File: src/rtl/half_matvec_ctrl.sv
// Sequencer ahead of half_dot_v_v: loads x and ROWS weight rows from one stream,
// runs one dot product per row and streams out the (optionally ReLU-clamped) results.
module half_matvec_ctrl #(
    parameter int WIDTH = 10,
    parameter int ROWS  = 4,
    parameter int RELU  = 1,
    localparam int RW   = (ROWS > 1) ? $clog2(ROWS) : 1,
    localparam int EW   = (WIDTH > 1) ? $clog2(WIDTH) : 1
) (
    input  logic                  clk,
    input  logic                  rstn,
    input  logic                  go,
    output logic                  busy,
    output logic                  all_done,
    input  logic                  in_valid,
    output logic                  in_ready,
    input  logic [15:0]           in_data,
    output logic                  out_valid,
    input  logic                  out_ready,
    output logic [15:0]           out_data,
    output logic [RW-1:0]         out_row,
    output logic                  dot_start,
    output logic [16*WIDTH-1:0]   dot_vector_a,
    output logic [16*WIDTH-1:0]   dot_vector_b,
    input  logic                  dot_done,
    input  logic [15:0]           dot_c
);

    // state    | meaning
    // IDLE     | waiting for go
    // LOAD_X   | accepting the WIDTH words of x
    // LOAD_W   | accepting the WIDTH words of the current weight row
    // FIRE     | dot_start high for one cycle
    // SETTLE   | one cycle so a dot_done left over from the previous row is ignored
    // WAIT     | waiting for dot_done, then capture dot_c
    // OUT      | result presented until out_ready
    typedef enum logic [2:0] {
        ST_IDLE,
        ST_LOAD_X,
        ST_LOAD_W,
        ST_FIRE,
        ST_SETTLE,
        ST_WAIT,
        ST_OUT
    } state_t;

    state_t          state;
    logic [EW-1:0]   elem;
    logic [RW-1:0]   row;
    logic [15:0]     x_reg [WIDTH];
    logic [15:0]     w_reg [WIDTH];

    logic            in_fire;
    logic            last_elem;
    logic            last_row;
    logic [15:0]     relu_c;

    assign in_fire   = in_valid && in_ready;
    assign last_elem = (elem == EW'(WIDTH - 1));
    assign last_row  = (row == RW'(ROWS - 1));
    // Sign bit set covers -0, negatives, -inf and sign-set NaN alike.
    assign relu_c    = ((RELU != 0) && dot_c[15]) ? 16'h0000 : dot_c;

    for (genvar g = 0; g < WIDTH; g++) begin : g_vec
        assign dot_vector_a[16*g +: 16] = x_reg[g];
        assign dot_vector_b[16*g +: 16] = w_reg[g];
    end

    always_ff @(posedge clk) begin
        if (!rstn) begin
            state     <= ST_IDLE;
            busy      <= 1'b0;
            all_done  <= 1'b0;
            in_ready  <= 1'b0;
            out_valid <= 1'b0;
            out_data  <= 16'h0000;
            out_row   <= '0;
            dot_start <= 1'b0;
            elem      <= '0;
            row       <= '0;
            for (int i = 0; i < WIDTH; i++) begin
                x_reg[i] <= 16'h0000;
                w_reg[i] <= 16'h0000;
            end
        end else begin
            all_done  <= 1'b0;
            dot_start <= 1'b0;
            unique case (state)
                ST_IDLE: begin
                    if (go) begin
                        state    <= ST_LOAD_X;
                        busy     <= 1'b1;
                        in_ready <= 1'b1;
                        elem     <= '0;
                        row      <= '0;
                    end
                end
                ST_LOAD_X: begin
                    if (in_fire) begin
                        x_reg[elem] <= in_data;
                        if (last_elem) begin
                            elem  <= '0;
                            state <= ST_LOAD_W;
                        end else begin
                            elem <= elem + 1'b1;
                        end
                    end
                end
                ST_LOAD_W: begin
                    if (in_fire) begin
                        w_reg[elem] <= in_data;
                        if (last_elem) begin
                            elem      <= '0;
                            in_ready  <= 1'b0;
                            dot_start <= 1'b1;
                            state     <= ST_FIRE;
                        end else begin
                            elem <= elem + 1'b1;
                        end
                    end
                end
                ST_FIRE: begin
                    state <= ST_SETTLE;
                end
                ST_SETTLE: begin
                    state <= ST_WAIT;
                end
                ST_WAIT: begin
                    if (dot_done) begin
                        out_data  <= relu_c;
                        out_row   <= row;
                        out_valid <= 1'b1;
                        state     <= ST_OUT;
                    end
                end
                ST_OUT: begin
                    if (out_ready) begin
                        out_valid <= 1'b0;
                        if (last_row) begin
                            all_done <= 1'b1;
                            busy     <= 1'b0;
                            state    <= ST_IDLE;
                        end else begin
                            row      <= row + 1'b1;
                            in_ready <= 1'b1;
                            state    <= ST_LOAD_W;
                        end
                    end
                end
                default: begin
                    state <= ST_IDLE;
                end
            endcase
        end
    end

endmodule

File: config.mk
export PLATFORM = sky130hd
export DESIGN_NAME = half_matvec_ctrl
export DESIGN_NICKNAME = d
export VERILOG_FILES = /design/src/rtl/half_matvec_ctrl.sv
export SDC_FILE = /design/constraint.sdc
export NUM_CORES = 1
export LEC_CHECK = 0
export ABC_AREA = 0
export CAP_MARGIN = 10
export CORE_MARGIN = 2
export CORE_UTILIZATION = 43
export CTS_BUF_LIST = sky130_fd_sc_hd__clkbuf_16
export DETAILED_ROUTE_END_ITERATION = 8
export GPL_ROUTABILITY_DRIVEN = 1
export GPL_TIMING_DRIVEN = 1
export MAX_ROUTING_LAYER = met4
export PLACE_DENSITY = 0.76
export SLEW_MARGIN = 0
export SYNTH_ARGS = -nofsm -noshare
export SYNTH_HDL_FRONTEND = slang
export SYNTH_SLANG_ARGS = --single-unit
File: constraint.sdc
create_clock -name clk -period 2.6 [get_ports clk]
set_input_delay 0.39 -clock clk [delete_from_list [all_inputs] [get_ports clk]]
set_output_delay 0.39 -clock clk [all_outputs]
set_load 0.02 [all_outputs]
==> impl_metrics.yaml <==
timing:
  finalCritPeriodShare_pct: 85.86
  worst_slew_pin_slew_ps: 813.4
  rsz0062_at_grt: "false"
  finalSetupViolCount: 0
  finalSetupTns_ps: 0
  fmax_ghz: 0.4479
  slew_headroom_pct: 45.60
  hold_violations: 0
  finalHoldWorstSlack_ps: 448.9
  slew_violations: 0
  fin_crit_ps: 2232
  clock_skew_ps: 23.26
power_and_ir_drop:
  power_w: 0.01227
  power_density_nw_per_um2: 641.3
  p_switching_w: 0.002707
  p_sw_share_pct: 22.07
  ir_worst_vdd_mv: 0.5351
  pwr-share-comb_pct: 8.3
  clockPowerShare_pct: 39.6
  sequentialPowerShare_pct: 52.1
  power.internal_w: 0.009558
  p_leak_nw: 7.089
layout:
  n_antenna_cell: 0
  n_fill_cell: 2334
  drive_above_1_share_pct: 9.840
  area_growth_pct: 41.83
  nets: 1391
  final_util_pct: 62.19
detailed_routing:
  wl_per_cell_um: 21.52
  ant_nets: 0
  drc: 0
  drt_iter0_drc: 785
  routed_via_density: 4.995
  first_pass_iters: 5
  vias: 8831
  wl_um: 38050
floorplanning:
  die_w_um: 181.1
  core_um2: 30750
  ioPinCount: 381
  start_util_pct: 43.85
  rows: 64
  die_h_um: 181.1
  die_area_um2: 32790
synthesis:
  yosys_warnings: 0
  syn_area_um2: 13480
  yosysSeqAreaShare_pct: 75.87
  syn_inst: 933
  synth-async-reset-ratio_pct: 0
  ys.flop_type: "edfxtp_1"
  syn_nets: 974
  synth.distinct_cells: 51
  synth_edf_count: 320
  ys_ff_latch: 351
  avgSynthCellArea_um2: 14.45
critical_path:
  path_max_fanout: 16
  start_kind: "flop"
  crit_path_end_kind: "flop"
  required_ps: 2780
  arrival_ps: 2420
  crit_type: "flop to flop"
clock_network:
  insertion_delay_ps: 510
  clock_sinks: 351
  clockBufferDepth: 3
  htreeDepth: 2
  cts-resized-gates: 0
  cts_tree: "done"
  cts_setup_buffers: 0
  cts_root_buf: "clkbuf_16"
  cts_made_buffers: 36
  cts_hold_buf: 0
  clkTransAtPathRegs_ps: 60
grt:
  grt_usage_pct: 23.76
  grt_pass1_wl_um: 56380
  antenna_found_initial: 0
  grt_max_degree: 33
  grt-ovfl-total: 0
  grt_pass1_vias: 8892
flow_run:
  cap_viol_max_count: 0
placement:
  gp_congestion: 0.8243
  dp_hpwl_um: 26900
  numPortBuffers: 379
status:
  status: "complete, no violations"
hold_path:
  hp-class: "flop to flop"
## area by class of cell
cell class                 instances  area [µm²]  share of cell area, %
inverter                           5       18.77                0.09814
tap                              396       495.5                  2.591
multi-input combinational        514        2978                  15.57
timing repair buffer             442        4299                  22.48
clock inverter                    22       152.6                 0.7982
clock buffer                      38       950.9                  4.972
sequential                       351       10230                  53.49
## per-stage QoR
step           instances  setup slack (ps)  instance area, µm²
6_report            1768             367.5               19120
5_1_grt             1768             222.0               19120
4_1_cts             1768             394.3               19120
3_5_place_dp        1708             142.5               18020
3_3_place_gp        1708             175.4               18020
2_1_floorplan        933             38.55               13480
## worst max-delay path, stage by stage (launching register included)
cell      delay (ps)
dfxtp_1          630
nand2b_1         280
nor3_4           280
buf_4            220
and3_1           170
nand2b_1         100
buf_4            230
## power by group through the flow
stage / Clock (W) / Sequential, W / Combinational [W]
3_5_place_dp: 0 / 0.00651 / 0.00103
2_1_floorplan: 0 / 0.00673 / 0.000176
6_report: 0.00485 / 0.00639 / 0.00102
5_1_grt: 0.00515 / 0.00641 / 0.00107
4_1_cts: 0.00493 / 0.00640 / 0.00103
3_3_place_gp: 0 / 0.00651 / 0.00102
## synth_stat cells (all sizes together), types with 2 or more instances
cell / count / area share, %
a21oi: 23 / 0.85
and2: 224 / 10
and3: 10 / 0.46
buf: 36 / 1.5
clkbuf: 27 / 0.75
dfxtp: 31 / 4.6
edfxtp: 320 / 71
ha: 3 / 0.28
inv: 5 / 0.14
nand2: 52 / 1.5
nand2b: 14 / 0.65
nand3: 8 / 0.52
nand3b: 18 / 1.0
nor2: 111 / 3.3
nor2b: 4 / 0.19
nor3: 3 / 0.19
nor3b: 3 / 0.20
o21ai: 15 / 0.56
o31ai: 2 / 0.21
o32ai: 2 / 0.13
or3: 2 / 0.13
xnor2: 2 / 0.13
## layer usage
layer | routed length [µm] | share of wire, % | GRT usage [%]
met5 | 0 | 0 | -
met4 | 886 | 2.3 | 6.179
met3 | 3620 | 9.5 | 6.813
met2 | 18760 | 49 | 39.56
met1 | 14790 | 39 | 28.53
## cell usage in the layout, fill, tap and decap left out, types with 3 or more instances in the layout
cell type / netlist / routed
buf_12: 0 / 3
nand2_1: 47 / 47
clkinv_1: 0 / 8
and2_1: 224 / 224
and3_1: 10 / 10
nand3_1: 5 / 5
nor2b_1: 4 / 4
clkdlybuf4s50_1: 0 / 378
ha_1: 3 / 3
nand3b_1: 18 / 18
clkbuf_16: 0 / 38
o21ai_0: 13 / 4
nand2b_1: 14 / 14
o21ai_2: 0 / 4
clkinv_2: 0 / 4
inv_1: 5 / 12
a21oi_1: 23 / 23
edfxtp_1: 320 / 320
buf_4: 7 / 60
nand2_2: 5 / 5
nor2_1: 106 / 106
nor2_2: 3 / 3
dfxtp_1: 31 / 31
o21ai_1: 2 / 7
## path summary, 6_finish.rpt
kind | start | end | slack [ps] | cells past startpoint
min reg2reg | out_data[11] | out_data[11] | 450 | 2
max | state[0] | x_reg[1][15] | 370 | 6
min | out_data[11] | out_data[11] | 450 | 2
max reg2reg | state[0] | x_reg[1][15] | 370 | 6
## logic make-up after synthesis
logic type      share of synthesized area [%]
buf+inv                                 2.357
compound gates                          2.357
other cells                           0.02781
fa+ha+maj                              0.2784
xor+xnor                               0.1299
simple gates                            18.98
flops                                   75.87
Power figures use the tool's default switching activity.
